$ cat src/rtl/mips_pkg.sv
// Shared encodings for the writeback stage: source select, load size,
// controller state, and the context captured for an outstanding load.
package mips_pkg;

  localparam int DATA_W = 32;
  localparam int REG_W  = 5;

  typedef enum logic [1:0] {
    WB_ALU  = 2'd0,
    WB_MEM  = 2'd1,
    WB_LINK = 2'd2,
    WB_RSVD = 2'd3
  } wb_sel_e;

  typedef enum logic [1:0] {
    MS_BYTE = 2'd0,
    MS_HALF = 2'd1,
    MS_WORD = 2'd2,
    MS_RSVD = 2'd3
  } mem_size_e;

  typedef enum logic {
    ST_IDLE     = 1'b0,
    ST_WAIT_MEM = 1'b1
  } wb_state_e;

  // Everything needed to finish a load once the memory answers.
  typedef struct packed {
    logic [REG_W-1:0] rd;
    logic             we;
    mem_size_e        size;
    logic             sgn;
    logic [1:0]       off;
  } load_ctx_t;

  // Halfwords need an even offset; words (and the reserved size, handled
  // like a word) need offset zero. Bytes are always aligned.
  function automatic logic is_misaligned(mem_size_e size, logic [1:0] off);
    logic bad;
    bad = 1'b0;
    case (size)
      MS_BYTE: bad = 1'b0;
      MS_HALF: bad = off[0];
      default: bad = (off != 2'd0);
    endcase
    return bad;
  endfunction

endpackage

$ cat src/rtl/reg_writeback_load_extend.sv
// Combinational byte/half/word lane selection and sign/zero extension of an
// aligned memory word.
module load_extend
  import mips_pkg::*;
#(
  parameter int DATA_W = 32
) (
  input  logic [DATA_W-1:0] rdata,
  input  mem_size_e         size,
  input  logic              sgn,
  input  logic [1:0]        off,
  output logic [DATA_W-1:0] data
);

  function automatic logic [DATA_W-1:0] extend_byte(logic signed [7:0] b, logic s);
    return s ? {{(DATA_W-8){b[7]}}, b} : {{(DATA_W-8){1'b0}}, b};
  endfunction

  function automatic logic [DATA_W-1:0] extend_half(logic signed [15:0] h, logic s);
    return s ? {{(DATA_W-16){h[15]}}, h} : {{(DATA_W-16){1'b0}}, h};
  endfunction

  logic [DATA_W-1:0] shifted;

  // Rotate the addressed lane down to bit 0, then extend by size.
  always_comb begin
    shifted = rdata >> {off, 3'b000};
    data    = rdata;
    case (size)
      MS_BYTE: data = extend_byte(shifted[7:0], sgn);
      MS_HALF: data = extend_half(shifted[15:0], sgn);
      default: data = rdata;
    endcase
  end

endmodule

$ cat src/rtl/reg_writeback.sv
// Writeback stage: selects ALU / link / load data, waits for load responses,
// and drives a registered register-file write port plus status counters.
module reg_writeback
  import mips_pkg::*;
#(
  parameter int DATA_W = 32
) (
  input  logic              clk,
  input  logic              rst,
  input  logic              in_valid,
  output logic              in_ready,
  input  logic [4:0]        in_rd,
  input  logic              in_reg_write,
  input  logic [1:0]        in_wb_sel,
  input  logic [DATA_W-1:0] in_alu_result,
  input  logic [DATA_W-1:0] in_pc_plus8,
  input  logic [1:0]        in_mem_size,
  input  logic              in_mem_signed,
  input  logic              mem_rvalid,
  input  logic [DATA_W-1:0] mem_rdata,
  output logic              w_rb,
  output logic [4:0]        rd,
  output logic [DATA_W-1:0] din,
  output logic              align_err,
  output logic              spurious_rsp,
  output logic [31:0]       retired
);

  wb_state_e         state_q, state_d;
  load_ctx_t         ctx_p0;
  wb_sel_e           sel_p0;
  mem_size_e         size_p0;
  logic              accept_p0;
  logic              mem_req_p0;
  logic              bad_p0;
  logic              ld_go_p0;
  logic              direct_p0;
  logic              ld_done_p0;
  logic              vld_p0;
  logic              we_p0;
  logic [4:0]        rd_p0;
  logic [DATA_W-1:0] val_p0;
  logic [DATA_W-1:0] direct_val_p0;
  logic [DATA_W-1:0] load_val_p0;

  load_extend #(.DATA_W(DATA_W)) u_load_extend (
    .rdata (mem_rdata),
    .size  (ctx_p0.size),
    .sgn   (ctx_p0.sgn),
    .off   (ctx_p0.off),
    .data  (load_val_p0)
  );

  // Stage p0: decode the incoming request or the load response into one commit.
  always_comb begin
    sel_p0        = wb_sel_e'(in_wb_sel);
    size_p0       = mem_size_e'(in_mem_size);
    accept_p0     = in_valid && in_ready;
    mem_req_p0    = accept_p0 && (sel_p0 == WB_MEM);
    bad_p0        = mem_req_p0 && is_misaligned(size_p0, in_alu_result[1:0]);
    ld_go_p0      = mem_req_p0 && !bad_p0;
    direct_p0     = accept_p0 && (sel_p0 != WB_MEM);
    ld_done_p0    = (state_q == ST_WAIT_MEM) && mem_rvalid;
    direct_val_p0 = (sel_p0 == WB_LINK) ? in_pc_plus8 : in_alu_result;
    vld_p0        = direct_p0 || ld_done_p0;
    we_p0         = ld_done_p0 ? ctx_p0.we : in_reg_write;
    rd_p0         = ld_done_p0 ? ctx_p0.rd : in_rd;
    val_p0        = ld_done_p0 ? load_val_p0 : direct_val_p0;
  end

  // State register.
  always_ff @(posedge clk) begin
    if (rst) state_q <= ST_IDLE;
    else     state_q <= state_d;
  end

  // Next state: enter WAIT_MEM on an aligned load, leave on its response.
  always_comb begin
    state_d = state_q;
    case (state_q)
      ST_IDLE:     if (ld_go_p0)   state_d = ST_WAIT_MEM;
      ST_WAIT_MEM: if (mem_rvalid) state_d = ST_IDLE;
      default:     state_d = ST_IDLE;
    endcase
  end

  // FSM outputs.
  always_comb begin
    in_ready = (state_q == ST_IDLE);
  end

  // Capture the load context on accept; only read while waiting.
  always_ff @(posedge clk) begin
    if (ld_go_p0) begin
      ctx_p0.rd   <= in_rd;
      ctx_p0.we   <= in_reg_write;
      ctx_p0.size <= size_p0;
      ctx_p0.sgn  <= in_mem_signed;
      ctx_p0.off  <= in_alu_result[1:0];
    end
  end

  // Stage p1: registered write port; rd/din only move on a real write.
  always_ff @(posedge clk) begin
    if (rst) begin
      w_rb <= 1'b0;
      rd   <= '0;
      din  <= '0;
    end else begin
      w_rb <= vld_p0 && we_p0 && (rd_p0 != 5'd0);
      if (vld_p0 && we_p0 && (rd_p0 != 5'd0)) begin
        rd  <= rd_p0;
        din <= val_p0;
      end
    end
  end

  // Status: alignment pulse, sticky stray-response flag, retirement count.
  always_ff @(posedge clk) begin
    if (rst) begin
      align_err    <= 1'b0;
      spurious_rsp <= 1'b0;
      retired      <= '0;
    end else begin
      align_err <= bad_p0;
      if ((state_q == ST_IDLE) && mem_rvalid) spurious_rsp <= 1'b1;
      if (vld_p0 || bad_p0) retired <= retired + 32'd1;
    end
  end

endmodule

$ cat config.mk
export PLATFORM = sky130hd
export DESIGN_NAME = reg_writeback
export DESIGN_NICKNAME = d
export VERILOG_FILES = /design/src/rtl/mips_pkg.sv /design/src/rtl/reg_writeback_load_extend.sv /design/src/rtl/reg_writeback.sv
export SDC_FILE = /design/constraint.sdc
export NUM_CORES = 1
export LEC_CHECK = 0
export ABC_AREA = 1
export CORE_ASPECT_RATIO = 0.7
export CORE_MARGIN = 2
export CORE_UTILIZATION = 46
export CTS_CLUSTER_DIAMETER = 50
export DETAILED_ROUTE_END_ITERATION = 10
export PLACE_DENSITY = 0.84
export SLEW_MARGIN = 20
export SYNTH_ARGS = -nofsm -noshare
export SYNTH_HDL_FRONTEND = slang
export SYNTH_SLANG_ARGS = --single-unit
$ cat constraint.sdc
create_clock -name clk -period 2.4 [get_ports clk]
set_input_delay 0.24 -clock clk [delete_from_list [all_inputs] [get_ports clk]]
set_output_delay 0.24 -clock clk [all_outputs]
set_load 0.02 [all_outputs]
==> impl_metrics.tcl, run 1 <==
set metrics [dict create \
    status "finished clean" \
    synth.largest_area_cell "dfxtp_1" \
    max_slew_margin 0.591 \
    vias 6321 \
    start_util 0.467 \
    synth_top_family_by_area "simple AND/OR/NAND/NOR gates" \
    grt_overflow 0 \
    synth-simple-area-share 0.420 \
    syn_inst 872 \
    tritoncts "done" \
    layout.nets 1155 \
    ys.flop_type "dfxtp_1" \
    die_area_mm2 0.0126 \
    wl_per_cell_um 15.8 \
    drv_cap 0 \
    num-fill-cells 1035 \
    critPathLaunch "ctx_p0[1]" \
    clk_pin_slew_ns 0.06 \
    synth_warnings 0 \
    io_buffers 183 \
    required_ns 2.66 \
    synth_top_area_frac 0.271 \
    die_y_um 94.6 \
    gp_congestion 1.01 \
    cts_sinks 84 \
    postCtsSetupBuffers 0 \
    ctsHtreeMaxLevel 3 \
    fin_crit_ns 2.05 \
    synth_most_common_cell "nand2_1" \
    cp-endpoint "din[11]" \
    netlist_top_cells_count "323 x nand2_1, 99 x nor2_1, 81 x nand3_1" \
    rr_worst_depth 7 \
    synthMuxAreaShare 0 \
    syn_to_final_growth_pct 41.6 \
    cts_root_buf "clkbuf_16" \
    tightestPinTransition_ns 0.609 \
    cts-buffers-inserted 9 \
    diodes 0 \
    async_flop_share 0 \
    ys_seq_elements 84 \
    grt_pass1_vias 5812 \
    finalSetupViolCount 0 \
    drtPass1Iterations 6 \
    setup_tns_ns 0 \
    hold_path.class "flip-flop to flip-flop" \
    rows 33 \
    synth_seq_area_share 0.332 \
    antenna_found_initial 0 \
    final_area_mm2 0.00764 \
    synth_compound_area_frac 0.147 \
    pin_count 184 \
    critPathLaunchType "flip-flop" \
    post_drt_via_cell_ratio 5.25 \
    rsz0062_at_grt "false" \
    syn_area_mm2 0.00540 \
    peakVddDrop_mv 0.383 \
    postRouteAntennaNets 0 \
    drive_gt1_frac 0.0744 \
    grt_max_degree 47 \
    grt_pass1_wl_um 30500 \
    p_total_w 0.00367 \
    period_share 0.853 \
    synthTopCellsByArea "dfxtp_1 27%, nand2_1 22%, nand3_1 7.5%, nor2_1 6.9%, a21oi_1 6.7%" \
    core_mm2 0.0116 \
    r2r-end "din[11]" \
    r2r_start "ctx_p0[1]" \
    cts_max_path_buffers 2 \
    stdcell_count 1205 \
    die_x_um 133 \
    track_usage 0.306 \
    synthXorXnorAreaFrac 0.0162 \
    holdCritStartpoint "din[10]" \
    postSynthAreaPerCell_um2 6.19 \
    drv_slew 0 \
    hold_buffers 0 \
    end_kind "flip-flop" \
    yosysUniqueCellTypes 35 \
    finalWorstSetupSlack_ns 0.352 \
    drtIter0Drc 869 \
    place_area_mm2 0.00734 \
    critPathMaxFanout 24 \
    fmax_mhz 488 \
    place_ws_ns 0.210 \
    hold_violations 0 \
    powerDensity_mw_per_mm2 480 \
    synth_edf_count 11 \
    skew_ns 0.00610 \
    path_class "flip-flop to flip-flop" \
    dpl.cell_count 1189 \
    drc 0 \
    drt-total-wl_um 19000 \
    syn-num-nets 984 \
    clk_latency_ns 0.34 \
    worstPathArrival_ns 2.31 \
    synthAdderAreaFrac 0.00232 \
    rrSetupSlack_ns 0.35 \
    dpl.hpwl_um 14400 \
    leakage_nw 3.09 \
]
==> worst min-delay path by stage <==
stage                               to  slack (ns)  cells after the start
after global routing         ctx_p0[4]        0.48                      1
after global placement         din[12]        0.45                      2
after CTS                      din[10]        0.47                      2
final                          din[10]        0.47                      2
after detailed placement  spurious_rsp        0.46                      2
after floorplan              ctx_p0[0]        0.34                      0
==> registers in the layout, summed over array words and instances (netlist names) <==
signal        cells
retired          32
spurious_rsp      1
rd                5
w_rb              1
ctx_p0           11
din              32
align_err         1
state_q           1
==> where the power goes <==
group | leakage [nW] | internal (W) | switching [W] | total (W)
combinational | 2.26 | 0.000360 | 0.000395 | 0.000754
clock | 0.143 | 0.000835 | 0.000569 | 0.00140
sequential | 0.694 | 0.00148 | 0.0000359 | 0.00151
total | 3.09 | 0.00267 | 0.00100 | 0.00367
==> logic make-up after synthesis <==
kind of cell / after synthesis
AOI/OAI and AO/OA: 137
buffers and inverters: 100
xor gates and xnor gates: 10
DFF: 84
adders and majority gates: 1
and+or+nand+nor: 540
==> area by class of cell <==
type,count,area [um2],area share
clock buffer,12,246,0.0322
clock inverter,4,48.8,0.00638
inverter,60,228,0.0298
multi-input combinational,688,3170,0.415
sequential,84,1790,0.234
tap,157,196,0.0257
timing repair buffer,200,1960,0.256
==> through the flow <==
stage	util	hold slack [ns]
4_1_cts	0.661	0.471
5_1_grt	0.661	0.481
3_3_place_gp	0.635	0.452
2_1_floorplan	-	0.339
6_report	0.661	0.468
3_5_place_dp	0.635	0.459
==> timing repair <==
| action | 4_1_cts | 5_1_grt |
|---|---|---|
| endpoints found under the hold margin | 0 | 0 |
| endpoints found under the setup margin | 0 | 1 |
| resized for setup | 0 | 1 |
==> worst max-delay path: stages (launching register included) <==
cell and delay [ns]:
edfxtp_1 0.60, inv_2 0.24, nand3_1 0.12, nand2_1 0.10, nand3_2 0.42, nand3_1 0.25, nand2_1 0.08, a21oi_1 0.15
==> metal layers <==
metal  wire length (um)  GRT usage  part of all wire  up-vias
li1                   -          -                 -     3146
met1               8720      0.438              0.46     2804
met2               7830      0.457              0.41      339
met3               2100     0.0778              0.11       32
met4                359     0.0860             0.019        0
met5                  0          0                 0        -
==> cells in the final DEF (no fill, tap or decap) <==
master / count
clkbuf_16: 9
clkbuf_1: 2
inv_2: 7
edfxtp_1: 11
nand3_1: 80
nor2_4: 1
dfxtp_1: 73
nand4_1: 1
inv_1: 52
a21oi_1: 72
nand3b_1: 12
xnor2_1: 1
clkbuf_8: 1
ha_1: 1
clkinvlp_4: 1
or2_2: 7
a21oi_2: 17
clkdlybuf4s50_1: 183
nand3_2: 3
and3_1: 3
o211ai_1: 7
nor2_2: 3
nand3_4: 1
nor3_1: 3
o21ai_1: 6
xor2_1: 9
nand2_2: 4
a21boi_0: 7
clkinv_2: 1
o21ai_2: 2
nor2_1: 98
o21ai_0: 23
o22ai_1: 3
nand2_1: 323
bufinv_16: 1
inv_4: 2
buf_4: 17
nand2_8: 1
(Power assumes the default switching activity.)
==> run 2: changes to the inputs <==
--- a/config.mk
+++ b/config.mk
@@ -7,4 +7,5 @@
 export LEC_CHECK = 0
 export ABC_AREA = 1
+export CAP_MARGIN = 20
 export CORE_ASPECT_RATIO = 0.7
 export CORE_MARGIN = 2
==> constraint.sdc (replaced) <==
create_clock -name clk -period 2.4 [get_ports clk]
set_input_delay 0.48 -clock clk [delete_from_list [all_inputs] [get_ports clk]]
set_output_delay 0.48 -clock clk [all_outputs]
set_load 0.02 [all_outputs]
==> run 2 against run 1 <==
  * First-iteration DRC count shrank 40%
  * Routed wire length decreased by 1.4%
  * Clock power grew 4%
  * Setup slack better by 0.066 ns
  * Core utilization increased by 1.1 points
  * Via count about the same
  * Critical path type is now input pin to flip-flop
  * Critical endpoint is now retired[17]
  * Largest power group unchanged
==> impl_metrics.tcl, run 2 (synthesis results as in run 1) <==
set metrics [dict create \
    dpl.hpwl_um 14500 \
    postCtsSetupBuffers 0 \
    powerDensity_mw_per_mm2 480 \
    cts_resized 0 \
    multi_input_area_mm2 0.00317 \
    drt-total-wl_um 18700 \
    critPathLaunch "mem_rvalid" \
    required_ns 2.66 \
    period_share 0.826 \
    largest_registers "din x32, retired x32, ctx_p0 x11" \
    pin_count 184 \
    register_area_mm2 0.00179 \
    die_area_mm2 0.0126 \
    fin_crit_ns 1.98 \
    track_usage 0.304 \
    core_mm2 0.0116 \
    cts_sinks 84 \
    max_slew_margin 0.580 \
    hold_depth 2 \
    grt_pass1_vias 5850 \
    cts_root_buf "clkbuf_16" \
    path_class "input pin to flip-flop" \
    drtIter0Drc 518 \
    final_cell_mix "323 x nand2_1, 183 x clkdlybuf4s50_1, 98 x nor2_1" \
    layout.nets 1163 \
    drtPass1Iterations 5 \
    ctsHtreeMaxLevel 3 \
    drv_slew 0 \
    place_ws_ns 0.103 \
    die_y_um 94.6 \
    cts-buffers-inserted 9 \
    status "finished clean" \
    io_buffers 183 \
    rows 33 \
    vias 6316 \
    rsz0062_at_grt "false" \
    critPathLaunchType "input pin" \
    finalSetupViolCount 0 \
    holdCritStartpoint "din[13]" \
    peakVddDrop_mv 0.330 \
    tritoncts "done" \
    rrSetupSlack_ns 0.48 \
    leakage_nw 3.17 \
    layout_commonest_cell "nand2_1" \
    hold_end "din[13]" \
    critPathMaxFanout 37 \
    diodes 0 \
    drc 0 \
    num-fill-cells 1052 \
    grt_max_degree 38 \
    grt_overflow 0 \
    die_x_um 133 \
    r2r-end "retired[28]" \
    end_kind "flip-flop" \
    p_total_w 0.00373 \
    hold_buffers 0 \
    clk_latency_ns 0.34 \
    clk_pin_slew_ns 0.07 \
    grt_pass1_wl_um 30300 \
    tightestPinTransition_ns 0.630 \
    start_util 0.467 \
    skew_ns 0.0108 \
    hold_path.class "flip-flop to flip-flop" \
    postRouteAntennaNets 0 \
    r2r_start "retired[1]" \
    syn_to_final_growth_pct 44.0 \
    drive_gt1_frac 0.0805 \
    wl_per_cell_um 15.4 \
    post_drt_via_cell_ratio 5.21 \
    setup_tns_ns 0 \
    cts_max_path_buffers 2 \
    fmax_mhz 504 \
    antenna_found_initial 0 \
    finalWorstSetupSlack_ns 0.418 \
    drv_cap 0 \
    hold_violations 0 \
    worstPathArrival_ns 2.24 \
    rr_worst_depth 9 \
    gp_congestion 1.01 \
]
-- run 2: changes by cell type in the layout (fill, tap and decap cells not counted), sizes merged --
cell / change
buf: +8
inv: -1
clkinv: +2
clkinvlp: -1
-- run 2: worst max-delay path, stage by stage --
cell             delay [ns]
clkdlybuf4s50_1        0.44
nand2_2                0.24
buf_12                 0.25
nand3_2                0.20
inv_2                  0.22
buf_4                  0.18
nand2_1                0.07
a21oi_1                0.16
-- run 2: per-stage QoR --
stage,cell area [um2],std cells,util,hold WS [ns]
floorplan,5400,872,-,0.536
global placement,7470,1197,0.646,0.453
detailed placement,7470,1197,0.646,0.455
CTS,7770,1213,0.672,0.473
global route,7770,1213,0.672,0.495
finish,7770,1213,0.672,0.469
-- run 2: worst max path at each step --
stage                   to  slack (ns)  cells past startpoint
2_1_floorplan    ctx_p0[0]        0.46                      3
3_5_place_dp       din[19]        0.10                     11
4_1_cts        retired[17]        0.44                      8
6_report       retired[17]        0.42                      8
5_1_grt             din[1]        0.27                     10
3_3_place_gp       din[24]        0.16                     11
-- run 2: area by class of cell --
| class | count | share of cell area |
|---|---|---|
| inverter | 60 | 0.0293 |
| multi-input combinational | 688 | 0.408 |
| timing repair buffer | 208 | 0.268 |
| tap | 157 | 0.0253 |
| clock buffer | 12 | 0.0332 |
| clock inverter | 4 | 0.00628 |
| sequential | 84 | 0.231 |
-- run 2: routing by layer --
metal / wire, um / vias up / global-route usage
li1: - / 3171 / -
met1: 8680 / 2829 / 0.443
met2: 8050 / 296 / 0.474
met3: 1810 / 20 / 0.0633
met4: 192 / 0 / 0.0452
met5: 0 / - / 0
-- run 2: report_power, final --
| group | total, W | switching (W) | internal [W] |
|---|---|---|---|
| Combinational | 0.000774 | 0.000394 | 0.000380 |
| Clock | 0.00145 | 0.000577 | 0.000869 |
| Sequential | 0.00151 | 0.0000340 | 0.00148 |
==> run 3: changes to the inputs <==
- clock period: 2.4 -> 2 ns (I/O delays scaled with it)
==> run 3 against run 2 <==
  * Via count is 1.8% higher
  * Register-to-register slack worse by 0.30 ns
  * Global-route usage up 0.29 points
  * Flip-flop and latch count unchanged
  * Sequential power is 21% higher
  * Clock skew down 0.0046 ns
  * Setup slack got worse by 0.31 ns
  * Power up 15%
  * Critical path depth decreased by 7
  * Sequential share of layout area shrank 0.57 points
  * Clock power rose by 3%
  * Design area rose by 2.5%
  * Critical path type is now flip-flop to output pin
  * Largest power group unchanged
==> impl_metrics.tcl, run 3 (synthesis results as in run 1) <==
set metrics [dict create \
    clk_latency_ns 0.34 \
    cts_sinks 84 \
    finalWorstSetupSlack_ns 0.110 \
    track_usage 0.307 \
    leakage_nw 3.27 \
    diodes 0 \
    critPathLaunchType "flip-flop" \
    clk_pin_slew_ns 0.06 \
    dpl.hpwl_um 14700 \
    io_buffers 183 \
    postRouteAntennaNets 0 \
    cts_root_buf "clkbuf_16" \
    hold_end "din[10]" \
    holdCritStartpoint "din[10]" \
    globalRouteMet3Util 0.0757 \
    peakVddDrop_mv 0.455 \
    die_y_um 94.6 \
    fmax_mhz 529 \
    tritoncts "done" \
    critPathTopFamily "buffers and inverters" \
    place_ws_ns -0.126 \
    drv_slew 0 \
    largest_registers "din x32, retired x32, ctx_p0 x11" \
    grt_max_degree 40 \
    drive_gt1_frac 0.0975 \
    syn_to_final_growth_pct 47.7 \
    pwr-share-comb 0.229 \
    drt-total-wl_um 18800 \
    hold_depth 2 \
    use_met1 0.435 \
    top_usage_layer "met2" \
    end_kind "output pin" \
    powerDensity_mw_per_mm2 540 \
    slowest_delay_ns 0.67 \
    drc 0 \
    cpMaxStageDelayCell "clkdlybuf4s50_1" \
    worstPathArrival_ns 1.49 \
    path_class "flip-flop to output pin" \
    switchingPower_w 0.00119 \
    post_drt_via_cell_ratio 5.21 \
    start_util 0.467 \
    rr_worst_depth 8 \
    period_share 0.945 \
    pin_count 184 \
    setup_tns_ns 0 \
    die_area_mm2 0.0126 \
    grtUsageMet2 0.467 \
    utilization 0.689 \
    finalSetupViolCount 0 \
    postCtsSetupBuffers 0 \
    vias 6431 \
    ctsHtreeMaxLevel 3 \
    cts-buffers-inserted 9 \
    core_mm2 0.0116 \
    critPathMaxFanout 5 \
    r2r-end "din[28]" \
    p_sw_frac 0.277 \
    fin_crit_ns 1.89 \
    drtIter0Drc 643 \
    skew_ns 0.00615 \
    p_int_w 0.00311 \
    status "finished clean" \
    antenna_found_initial 0 \
    pwr-share-clk 0.348 \
    layout.nets 1184 \
    cts_max_path_buffers 2 \
    rrSetupSlack_ns 0.18 \
    tightestPinTransition_ns 0.614 \
    required_ns 1.60 \
    final_cell_mix "323 x nand2_1, 183 x clkdlybuf4s50_1, 97 x nor2_1" \
    hold_path.class "flip-flop to flip-flop" \
    seqPwrFrac 0.422 \
    layout_commonest_cell "nand2_1" \
    drv_cap 0 \
    path_buf_inv 1 \
    rsz0062_at_grt "false" \
    hold_violations 0 \
    grt_overflow 0 \
    drtPass1Iterations 7 \
    grt_pass1_wl_um 30300 \
    cp_cell_sequence "clkdlybuf4s50_1" \
    whs_ns 0.470 \
    die_x_um 133 \
    max_slew_margin 0.591 \
    r2r_start "ctx_p0[1]" \
    rows 33 \
    gp_congestion 1.02 \
    hold_buffers 0 \
    wl_per_cell_um 15.3 \
    grt_pass1_vias 5814 \
]
[run 3: power groups by stage]
stage / logic, W / registers [W] / clock network, W
finish: 0.000987 / 0.00182 / 0.00150
detailed placement: 0.000976 / 0.00185 / 0
floorplan: 0.000366 / 0.00192 / 0
CTS: 0.000982 / 0.00182 / 0.00152
global placement: 0.000967 / 0.00185 / 0
global route: 0.00107 / 0.00182 / 0.00160
[run 3: cell type report]
cell class | count | area, um2
Clock buffer | 11 | 233
Inverter | 60 | 230
Fill cell | 1023 | 3590
Clock inverter | 5 | 28.8
Tap cell | 157 | 196
Multi-Input combinational cell | 688 | 3180
Sequential cell | 84 | 1790
Timing Repair Buffer | 229 | 2310
[run 3: per-stage QoR]
step | cell area, um2 | instances | power, W
2_1_floorplan | 5400 | 872 | 0.00228
3_3_place_gp | 7700 | 1218 | 0.00282
3_5_place_dp | 7700 | 1218 | 0.00283
4_1_cts | 7960 | 1234 | 0.00432
5_1_grt | 7970 | 1234 | 0.00449
6_report | 7970 | 1234 | 0.00430
[run 3: worst max-delay path by stage]
stage	start	to	slack (ns)	depth (start not counted)
floorplan	state_q	ctx_p0[0]	0.13	3
global route	ctx_p0[1]	din[31]	0.04	8
CTS	retired[15]	retired[15]	0.11	1
global placement	mem_rvalid	din[31]	-0.07	10
detailed placement	mem_rvalid	din[22]	-0.13	10
finish	retired[15]	retired[15]	0.11	1
[run 3: per-layer routing]
layer / wire length (um) / part of all wire / vias up
met3: 1800 / 0.095 / 28
li1: - / - / 3205
met2: 8070 / 0.43 / 328
met1: 8680 / 0.46 / 2870
met4: 298 / 0.016 / 0
met5: 0 / 0 / -
[run 3: what timing repair did]
| item | CTS | global route |
|---|---|---|
| endpoints found under the setup margin | 0 | 7 |
| resized for setup | 0 | 3 |
| hold endpoints to repair | 0 | 0 |
